===== src/rtl/safe_pkg.sv =====
// rtl/safe_pkg.sv - shared state type and default dial/code constants for the combination lock
package safe_pkg;

    localparam int DIAL_MAX_DEF = 39;
    localparam int POS_W_DEF    = 6;
    localparam int CODE0_DEF    = 12;
    localparam int CODE1_DEF    = 30;
    localparam int CODE2_DEF    = 7;

    typedef enum logic [2:0] {
        S0,
        S1,
        S2,
        OPEN,
        LOCKOUT
    } state_t;

endpackage


===== src/rtl/safe_dial_counter.sv =====
// rtl/safe_dial_counter.sv - modulo-(DIAL_MAX+1) up/down dial position counter
module safe_dial_counter
    import safe_pkg::*;
#(
    parameter int DIAL_MAX = DIAL_MAX_DEF,
    parameter int POS_W    = POS_W_DEF
) (
    input  logic             clk,
    input  logic             rst,
    input  logic             cnt_n,
    input  logic             up,
    output logic [POS_W-1:0] pos
);

    always_ff @(posedge clk or posedge rst) begin
        if (rst) begin
            pos <= '0;
        end else if (!cnt_n) begin
            if (up) begin
                pos <= (pos == POS_W'(DIAL_MAX)) ? '0 : pos + 1'b1;
            end else begin
                pos <= (pos == '0) ? POS_W'(DIAL_MAX) : pos - 1'b1;
            end
        end
    end

endmodule


===== src/rtl/safe_combo_lock.sv =====
// rtl/safe_combo_lock.sv - three-digit dial combination lock FSM; SAFE_LOCKOUT_EN adds failure lockout
module safe_combo_lock
    import safe_pkg::*;
#(
    parameter int DIAL_MAX    = DIAL_MAX_DEF,
    parameter int POS_W       = POS_W_DEF,
    parameter int CODE0       = CODE0_DEF,
    parameter int CODE1       = CODE1_DEF,
    parameter int CODE2       = CODE2_DEF,
    parameter int MAX_FAIL    = 3,
    parameter int LOCKOUT_CYC = 1000
) (
    input  logic             clk,
    input  logic             rst,
    input  logic             cnt_n,
    input  logic             up,
    input  logic             dirch,
    input  logic             lock_req,
    output logic [POS_W-1:0] pos,
    output logic [1:0]       digit_idx,
    output logic             open,
    output logic             locked_out,
    output logic [1:0]       fail_cnt
);

    state_t           state;
    logic [POS_W-1:0] code_sel;

    safe_dial_counter #(
        .DIAL_MAX (DIAL_MAX),
        .POS_W    (POS_W)
    ) u_dial (
        .clk   (clk),
        .rst   (rst),
        .cnt_n (cnt_n),
        .up    (up),
        .pos   (pos)
    );

    always_comb begin
        code_sel = '0;
        case (state)
            S0:      code_sel = POS_W'(CODE0);
            S1:      code_sel = POS_W'(CODE1);
            S2:      code_sel = POS_W'(CODE2);
            default: code_sel = '0;
        endcase
    end

`ifdef SAFE_LOCKOUT_EN
    localparam int LW = (LOCKOUT_CYC > 1) ? $clog2(LOCKOUT_CYC) : 1;
    logic [LW-1:0] lock_cnt;
    logic [2:0]    fail_next;
    assign fail_next = {1'b0, fail_cnt} + 3'd1;
`else
    assign locked_out = 1'b0;
    assign fail_cnt   = 2'b00;
`endif

    // pos is compared as registered, so a same-cycle count strobe cannot disturb the capture
    always_ff @(posedge clk or posedge rst) begin
        if (rst) begin
            state     <= S0;
            digit_idx <= 2'd0;
            open      <= 1'b0;
`ifdef SAFE_LOCKOUT_EN
            locked_out <= 1'b0;
            fail_cnt   <= 2'd0;
            lock_cnt   <= '0;
`endif
        end else begin
            case (state)
                S0, S1, S2: begin
                    if (dirch) begin
                        if (pos == code_sel) begin
                            case (state)
                                S0: begin
                                    state     <= S1;
                                    digit_idx <= 2'd1;
                                end
                                S1: begin
                                    state     <= S2;
                                    digit_idx <= 2'd2;
                                end
                                default: begin
                                    state     <= OPEN;
                                    digit_idx <= 2'd3;
                                    open      <= 1'b1;
`ifdef SAFE_LOCKOUT_EN
                                    fail_cnt  <= 2'd0;
`endif
                                end
                            endcase
                        end else begin
                            state     <= S0;
                            digit_idx <= 2'd0;
`ifdef SAFE_LOCKOUT_EN
                            if (fail_next == 3'(MAX_FAIL)) begin
                                state      <= LOCKOUT;
                                locked_out <= 1'b1;
                                fail_cnt   <= 2'd0;
                                lock_cnt   <= LW'(LOCKOUT_CYC - 1);
                            end else begin
                                fail_cnt <= fail_next[1:0];
                            end
`endif
                        end
                    end
                end
                OPEN: begin
                    if (lock_req) begin
                        state     <= S0;
                        digit_idx <= 2'd0;
                        open      <= 1'b0;
                    end
                end
`ifdef SAFE_LOCKOUT_EN
                LOCKOUT: begin
                    if (lock_cnt == '0) begin
                        state      <= S0;
                        locked_out <= 1'b0;
                    end else begin
                        lock_cnt <= lock_cnt - 1'b1;
                    end
                end
`endif
                default: begin
                    state     <= S0;
                    digit_idx <= 2'd0;
                    open      <= 1'b0;
                end
            endcase
        end
    end

endmodule


===== config.mk =====
export PLATFORM = sky130hd
export DESIGN_NAME = safe_combo_lock
export DESIGN_NICKNAME = d
export VERILOG_FILES = /design/src/rtl/safe_pkg.sv /design/src/rtl/safe_dial_counter.sv /design/src/rtl/safe_combo_lock.sv
export SDC_FILE = /design/constraint.sdc
export NUM_CORES = 1
export LEC_CHECK = 0
export BUFFER_PORTS_ARGS = -buffer_cell sky130_fd_sc_hd__clkbuf_2
export CORE_ASPECT_RATIO = 1.1
export CORE_MARGIN = 10
export CORE_UTILIZATION = 50
export DETAILED_ROUTE_END_ITERATION = 7
export PLACE_DENSITY = 0.75
export SLEW_MARGIN = 20
export SYNTH_ARGS = -nofsm -noshare
export SYNTH_HDL_FRONTEND = slang
export SYNTH_SLANG_ARGS = --single-unit

===== constraint.sdc =====
create_clock -name clk -period 3.95 [get_ports clk]
set_input_delay 0.5925 -clock clk [delete_from_list [all_inputs] [get_ports clk]]
set_output_delay 0.5925 -clock clk [all_outputs]
set_load 0.01 [all_outputs]

==> metrics.csv, run 1 <==
metric,value,unit
worst_path_max_delay_cell,dfrtp_1,
cts_inserted_buffers,3,
clockBufferDepth,2,
cts_root_buf,clkbuf_4,
io_buffers,14,
syn_area,753.2,um2
start_kind,flip-flop,
n_antenna_cell,0,
reg2reg_setup_slack,2210,ps
post_drt_via_cell_ratio,5.895,
dieWidth,57.01,um
drive_above_1_share,0.2143,
period_needed,1742,ps
status,finished clean,
power.density,587.4,nW/um2
critPathBufInv,1,
synth_top_area_share,0.2990,
placed_area,803.3,um2
final_util,0.5920,
r2r.worst_path.cells,6,
clock_latency,260,ps
hold_slack,267.9,ps
synth-seq-area-share,0.2990,
initial_core_util,0.5375,
cellLeakagePower,0.0003926,uW
dr.pass1.iters,4,
synthAdderAreaFrac,0.1163,
cp-end-kind,flip-flop,
yosysUniqueCellTypes,36,
multi_input_area,461.7,um2
gp_congestion,0.8327,
synth_compound_area_frac,0.1827,
final_cell_mix,"14 x clkbuf_2, 9 x dfrtp_1, 7 x inv_1, 7 x ha_1, 6 x nor2_1",
dieHeight,60.71,um
hp-class,in -> async,
finalMaxSlewViolations,0,
yosys.area_share.simple,0.2276,
postRouteAntennaNets,0,
grt_pass1_wl,2870,um
place_ws,2215,ps
row_count,14,
finalHoldViolCount,0,
synth_top_area_cell,dfrtp_1,
holdBufCountCts,0,
synth_area_per_cell,8.758,um2
synth_top_family_by_area,simple AND/OR/NAND/NOR gates,
fin_skew,3.367,ps
grt_setup_unrepaired,no,
arrival,1910,ps
ys_ff_latch,9,
fmax,573.9,MHz
detailed_place_hpwl,1348,um
synth_flop_cell,dfrtp_1,
fin_area,829.5,um2
crit_cells,6,
grtUsageTotal,0.1018,
rr_startpoint,state[1],
crit_path_end,state[1],
synth-edff-count,0,
max_cap_viol_count,0,
layout_commonest_cell,clkbuf_2,
cp.required,4110,ps
antenna_found_initial,0,
htree_num_levels,1,
synth_xor_xnor_area_share,0.05814,
regArea,225.2,um2
path_delay_family,flip-flops,
worstPathCellList,"inv_1, ha_1, xor2_1, nor3_1, nand3_1, o21ai_0",
cts_tree,yes,
first_global_vias,671,
routedWlPerCell,15.31,um
rr_endpoint,state[1],
crit_fanout,6,
tns,0,ps
crit_path_max_incr_delay,460,ps
setup_ws,2208,ps
dieArea,3460,um2
nets,112,
synthMuxAreaShare,0.01329,
critPathKind,reg -> reg,
synthArstFlopShare,1.000,
fin_crit_sh,0.4411,
startpoint,state[1],
area_growth,10.13,%
drc,0,
grt_max_degree,14,
cts_setup_buffers,0,
io_pins,18,
synth_cells,86,
vdd_ir_drop_max,0.0002692,V
nFillCells,128,
coreArea,1401,um2
setup_viol,0,
grt_overflow,0,
clkTransAtPathRegs,70,ps
cts.sinks,9,
cts_resized,0,
yosysWarnings,0,
synth_area_leaders,"dfrtp_1 30%, ha_1 12%, xor2_1 5.8%, buf_4 4.0%, inv_1 3.5%",
vias,672,
drtIter0Drc,23,
routed_wl,1745,um
-- per-layer routing --
layer	GRT usage	wire length, um
met1	0.09941	726
met5	0	0
met2	0.1814	849
met3	0.04175	155
met4	0.05705	14
-- where the power goes --
group	leakage, uW	internal, uW	total (uW)	switching (uW)
registers	0.000113	120	199	78.9
logic	0.000264	102	214	112
clock network	0.0000150	39.0	74.0	35.0
total	0.000393	261	487	226
-- worst min-delay path by stage --
stage          start            end  slack, ps  depth (start not counted)
2_1_floorplan    rst           open        420                          1
3_3_place_gp     rst  u_dial.pos[5]        560                          2
3_5_place_dp     rst  u_dial.pos[3]        560                          2
4_1_cts          rst           open        280                          2
5_1_grt          rst       state[1]        290                          2
6_report         rst           open        270                          2
-- metrics by stage --
stage | instances | power [uW]
after floorplan | 88 | 353.9
after global placement | 110 | 407.3
after detailed placement | 110 | 415.1
after CTS | 114 | 488.6
after global routing | 114 | 527.6
final | 114 | 487.3
-- synth_stat cells (2+ instances only) --
master / number
dfrtp_1: 9
ha_1: 7
inv_1: 7
nor2_1: 6
nand2_1: 5
o21ai_0: 5
xor2_1: 5
buf_4: 4
a21oi_1: 3
a41oi_1: 3
a221oi_1: 2
a31oi_1: 2
buf_2: 2
clkbuf_1: 2
nand3_1: 2
nor3_1: 2
-- sequential cells by signal, indices dropped and copies added, names as in the netlist --
name and flops:
u_dial.pos 6, state 2, open 1
-- cells by family (layout without fill, tap and decap cells) --
family | Yosys count | after routing
adder cells (fa/ha/maj) | 7 | 7
flip-flops | 9 | 9
XOR/XNOR | 5 | 5
AO/OA/AOI/OAI | 20 | 20
buffers and inverters | 15 | 25
other | 1 | 3
AND/OR/NAND/NOR | 28 | 28
multiplexers | 1 | 1
-- cell type report --
class                      instances  share of cell area
tap                               16             0.02413
inverter                           7             0.03167
clock buffer                       4             0.03167
timing repair buffer              14             0.08446
sequential                         9              0.2715
multi-input combinational         64              0.5566
(Power assumes the default switching activity.)
==> inputs of run 2 (changes only) <==
CORE_UTILIZATION = 46   (was 50)
PLACE_DENSITY = 0.73   (was 0.75)
clock period = 1.4 ns   (was 3.95 ns; I/O delays follow)
==> run 2 against run 1 <==
Compared with the run above:
- utilization increased by 14 points
- critical path type unchanged
- non-clock buffer count increased by 25
- count of clock-buffer cells in the layout unchanged
- critical endpoint is now u_dial.pos[4]
==> metrics.csv, run 2 (same netlist as run 1, synthesis figures left out) <==
metric,value,unit
drive_above_1_share,0.5366,
coreArea,1558,um2
clkTransAtPathRegs,70,ps
post_drt_via_cell_ratio,5.700,
n_antenna_cell,0,
drtIter0Drc,25,
fin_skew,6.123,ps
largest_reg_flops,6,
max_cap_viol_count,0,
fmax,720.4,MHz
final_cell_mix,"23 x buf_4, 14 x clkbuf_2",
arrival,1540,ps
reg_top3,"u_dial.pos: 6 flops, state: 2 flops, open: 1 flops",
detailed_place_hpwl,1593,um
postRouteAntennaNets,0,
grt_overflow,0,
clockBufferDepth,2,
fin_crit_sh,0.9914,
cp.required,1550,ps
p_switching,845.8,uW
hp-class,in -> reg,
cts_tree,yes,
drc,0,
dieHeight,62.44,um
layout_commonest_cell,buf_4,
power_frac_seq,0.272,
dr.pass1.iters,4,
first_global_vias,807,
nets,137,
finalHoldViolCount,0,
dieWidth,58.58,um
dieArea,3658,um2
hold_slack,143.6,ps
io_pins,18,
area_growth,51.00,%
gp_congestion,0.8348,
cts_inserted_buffers,3,
cellLeakagePower,0.0005445,uW
status,finished clean,
routedWlPerCell,16.34,um
clock_latency,270,ps
grt_pass1_wl,3498,um
power_frac_comb,0.615,
largest-register,u_dial.pos,
finalMaxSlewViolations,0,
p_int,1078,uW
clkPwrFrac,0.112,
antenna_found_initial,0,
placed_area,948.4,um2
io_buffers,14,
vdd_ir_drop_max,0.001149,V
grtUsageTotal,0.1166,
sw_frac_of_total,0.4396,
power.density,1692,nW/um2
cts_root_buf,clkbuf_4,
initial_core_util,0.4835,
grt_max_degree,13,
setup_viol,0,
row_count,15,
htree_num_levels,1,
vias,798,
crit_fanout,5,
start_kind,flip-flop,
grt_setup_unrepaired,yes,
cp-end-kind,flip-flop,
period_needed,1388,ps
routed_wl,2288,um
cts.sinks,9,
fin_area,1137,um2
critPathKind,reg -> reg,
run 2: cell types whose count changed in the layout (fill, tap and decap cells not counted), moves of 4 or more:
| cell | previous run | this run |
|---|---|---|
| dfrtp_1 | 9 | 5 |
| dfrtp_2 | 0 | 4 |
| buf_4 | 0 | 23 |
| ha_1 | 7 | 3 |
run 2: what timing repair did:
item	4_1_cts	5_1_grt
pin swaps	3	6
resized for setup	11	13
hold endpoints to repair	9	0
endpoints found under the setup margin	7	7
hold buffers	1	0
buffers inserted	2	4
run 2: per-stage QoR:
stage | setup slack [ps] | total power (uW) | util | cells | setup TNS, ps
floorplan | -31.43 | 1009 | - | 88 | -32.24
global placement | -8.914 | 1384 | 0.6088 | 129 | -15.39
detailed placement | -58.26 | 1418 | 0.6088 | 129 | -247.2
CTS | -3.538 | 1737 | 0.6707 | 136 | -3.538
global route | -71.46 | 2028 | 0.7301 | 140 | -231.8
finish | 11.97 | 1924 | 0.7301 | 140 | 0
run 2: area by class of cell:
cell class                 instances  area [um2]
multi-input combinational         64       569.3
fill                             126       420.4
timing repair buffer              39       264.0
sequential                         9       230.2
clock buffer                       4       26.28
inverter                           7       26.28
tap                               17       21.27
run 2: critical path, cell delays in order, from the launching register on:
cell and delay, ps:
dfrtp_2 450, inv_2 90, ha_2 210, nor4b_4 230, nor2_1 80, o21ai_1 130
o31ai_1 80
run 2: power by group through the flow:
stage	registers (uW)	clock network, uW	logic, uW
6_report	524	216	1180
5_1_grt	537	219	1270
4_1_cts	493	213	1030
3_5_place_dp	492	0	925
3_3_place_gp	491	0	893
2_1_floorplan	483	0	527
run 2: final timing paths:
check | cells past startpoint | start | slack [ps] | end
hold / removal | 2 | lock_req | 140 | open
hold reg to reg | 2 | open | 570 | open
setup reg to reg | 6 | u_dial.pos[0] | 10 | u_dial.pos[4]
min in group asynchronous | 3 | rst | 450 | u_dial.pos[5]
setup / recovery | 6 | u_dial.pos[0] | 10 | u_dial.pos[4]
max in group asynchronous | 3 | rst | 640 | u_dial.pos[1]
run 2: layer usage:
| metal | vias up | routed length [um] | global-route usage |
|---|---|---|---|
| met1 | 388 | 919 | 0.1237 |
| met4 | 0 | 41 | 0.04885 |
| met3 | 7 | 117 | 0.03049 |
| li1 | 379 | - | - |
| met5 | - | 0 | 0 |
| met2 | 24 | 1209 | 0.2061 |
==> inputs of run 3 (changes only) <==
ABC_AREA = 1   (was unset)
CORE_UTILIZATION = 48   (was 46)
PLACE_DENSITY = 0.74   (was 0.73)
==> run 3 against run 2 <==
Compared with the run above:
- largest power group unchanged
- count of clock-buffer cells in the layout is 1 lower
- first-iteration DRC count grew 72%
- via count rose by 19%
- sequential share of layout area rose by 0.64 points
- area after synthesis grew 14%
- worst setup slack improved by 7.9 ps
==> metrics.csv, run 3 <==
metric,value,unit
area_growth,28.24,%
worstPathCellList,"inv_2, ha_4, inv_2, nand2_1, nand2_1, nor2_2, nand4_1, a21oi_2",
antenna_found_initial,0,
grt_max_degree,10,
yosysUniqueCellTypes,21,
final_cell_mix,"48 x nand2_1, 14 x clkbuf_2, 12 x inv_1",
hp-class,in -> reg,
io_buffers,14,
first_global_vias,866,
n_antenna_cell,0,
synth_top_area_share,0.2620,
postRouteAntennaNets,0,
cp-end-kind,flip-flop,
critPathKind,reg -> reg,
r2r.worst_path.cells,8,
synth_flop_cell,dfrtp_1,
ys_ff_latch,9,
clock_latency,260,ps
reg_top3,"u_dial.pos: 6 flops, state: 2 flops, open: 1 flops",
fin_skew,2.225,ps
grt_setup_unrepaired,yes,
initial_core_util,0.5264,
path_delay_family,flip-flops,
grt_pass1_wl,3877,um
dieArea,3886,um2
period_needed,1380,ps
finalMaxSlewViolations,0,
coreArea,1633,um2
place_ws,-12.03,ps
met2_usage,0.2088,
nets,173,
dr.pass1.iters,4,
cts.sinks,9,
arrival,1570,ps
setup_ws,19.88,ps
routedWlPerCell,14.20,um
synth_top_area_cell,dfrtp_1,
setup_viol,0,
dieHeight,64.39,um
yosysWarnings,0,
finalHoldViolCount,0,
synth-edff-count,0,
fmax,724.6,MHz
use_met3,0.03557,
detailed_place_hpwl,1812,um
hold_slack,218.9,ps
start_kind,flip-flop,
critPathBufInv,2,
post_drt_via_cell_ratio,5.409,
power.density,1825,nW/um2
hp-start,cnt_n,
grt_overflow,0,
crit_fanout,3,
synth_area_leaders,"dfrtp_1 26%, nand2_1 21%, ha_1 10%, inv_1 6.6%, nand3_1 5.8%",
crit_path_max_incr_delay,410,ps
max_cap_viol_count,0,
clkTransAtPathRegs,60,ps
htree_num_levels,1,
cellLeakagePower,0.0005763,uW
io_pins,18,
met1_usage,0.1506,
grtUsageTotal,0.1224,
gr-max-usage-layer,met2,
fin_crit_sh,0.9858,
drtIter0Drc,43,
syn_area,859.6,um2
vias,952,
yosysMostFrequentCell,nand2_1,
status,finished clean,
reg2reg_setup_slack,20,ps
synth_cells,135,
min_to,u_dial.pos[3],
cts_root_buf,clkbuf_4,
row_count,15,
largest-register,u_dial.pos,
cts_tree,yes,
largest_reg_flops,6,
rr_startpoint,state[0],
layout_commonest_cell,nand2_1,
hold_path_depth,3,
synthTopCellsByCount,"49 x nand2_1, 15 x inv_1, 10 x nand3_1",
cts_inserted_buffers,3,
clockBufferDepth,2,
cp.required,1590,ps
worst_path_max_delay_cell,dfrtp_1,
rr_endpoint,open,
drive_above_1_share,0.3333,
vdd_ir_drop_max,0.001219,V
gp_congestion,0.8956,
drc,0,
synth_area_per_cell,6.367,um2
synth-seq-area-share,0.2620,
synthArstFlopShare,1.000,
routed_wl,2500,um
dieWidth,60.35,um
==> run 3: cell types whose count changed after synthesis, moves of 4 or more <==
| cell | before | now |
|---|---|---|
| nand2_1 | 5 | 49 |
| inv_2 | 0 | 4 |
| nand3_1 | 2 | 10 |
| inv_1 | 7 | 15 |
| nor2_2 | 0 | 4 |
| nand4_1 | 1 | 6 |
==> run 3: what timing repair did <==
action / CTS / global route
setup endpoints to repair: 1 / 7
hold endpoints to repair: 9 / 0
pin swaps: 4 / 7
buffers inserted: 0 / 2
gates resized for setup: 7 / 14
hold buffers: 1 / 0
==> run 3: stage by stage <==
stage               utilization  power [uW]  instance area (um2)  setup TNS, ps  instances
floorplan                     -        1239                868.3              0        137
global placement         0.5923        1589                967.2              0        169
detailed placement       0.5923        1605                967.2         -12.03        169
CTS                      0.6299        1822                 1028              0        174
global route             0.6751        2181                 1102         -240.8        176
finish                   0.6751        2012                 1102              0        176
==> run 3: worst max path at each step <==
stage | from | end | slack, ps | cells after the start
global route | state[0] | open | -100 | 8
floorplan | state[1] | open | 20 | 6
detailed placement | state[0] | open | -10 | 8
CTS | state[0] | open | 5 | 6
global placement | u_dial.pos[1] | u_dial.pos[5] | 40 | 8
finish | state[0] | open | 20 | 8
==> run 3: kinds of logic after synthesis <==
family / share of synthesized area
AOI/OAI and AO/OA: 0.04802
buffers and inverters: 0.1179
DFF: 0.2620
and+or+nand+nor: 0.4250
adders and majority gates: 0.1019
xor gates and xnor gates: 0.04076
other: 0.004363
==> run 3: report_power, final <==
group	switching [uW]	internal (uW)	leakage [uW]	total (uW)
clock network	86.7	105	0.0000177	192
logic	758	507	0.000449	1260
registers	202	353	0.000109	555
==> run 3: layer usage <==
metal | share of wire | routed length, um
met4 | 0.012 | 31
met5 | 0 | 0
met3 | 0.089 | 222
met2 | 0.51 | 1272
met1 | 0.39 | 974
==> run 3: worst reg2reg max path, stage by stage (launching register included) <==
cell     delay, ps
dfrtp_1        410
inv_2           80
ha_4           280
inv_2           30
nand2_1         50
nand2_1         60
nor2_2         160
nand4_1        120
a21oi_2        140
==> run 3: layout make-up <==
type	instances	area [um2]
Multi-Input combinational cell	105	613.1
Fill cell	132	530.5
Sequential cell	9	230.2
Timing Repair Buffer	22	136.4
Inverter	19	73.82
Clock buffer	3	22.52
Tap cell	17	21.27
Clock inverter	1	5.005
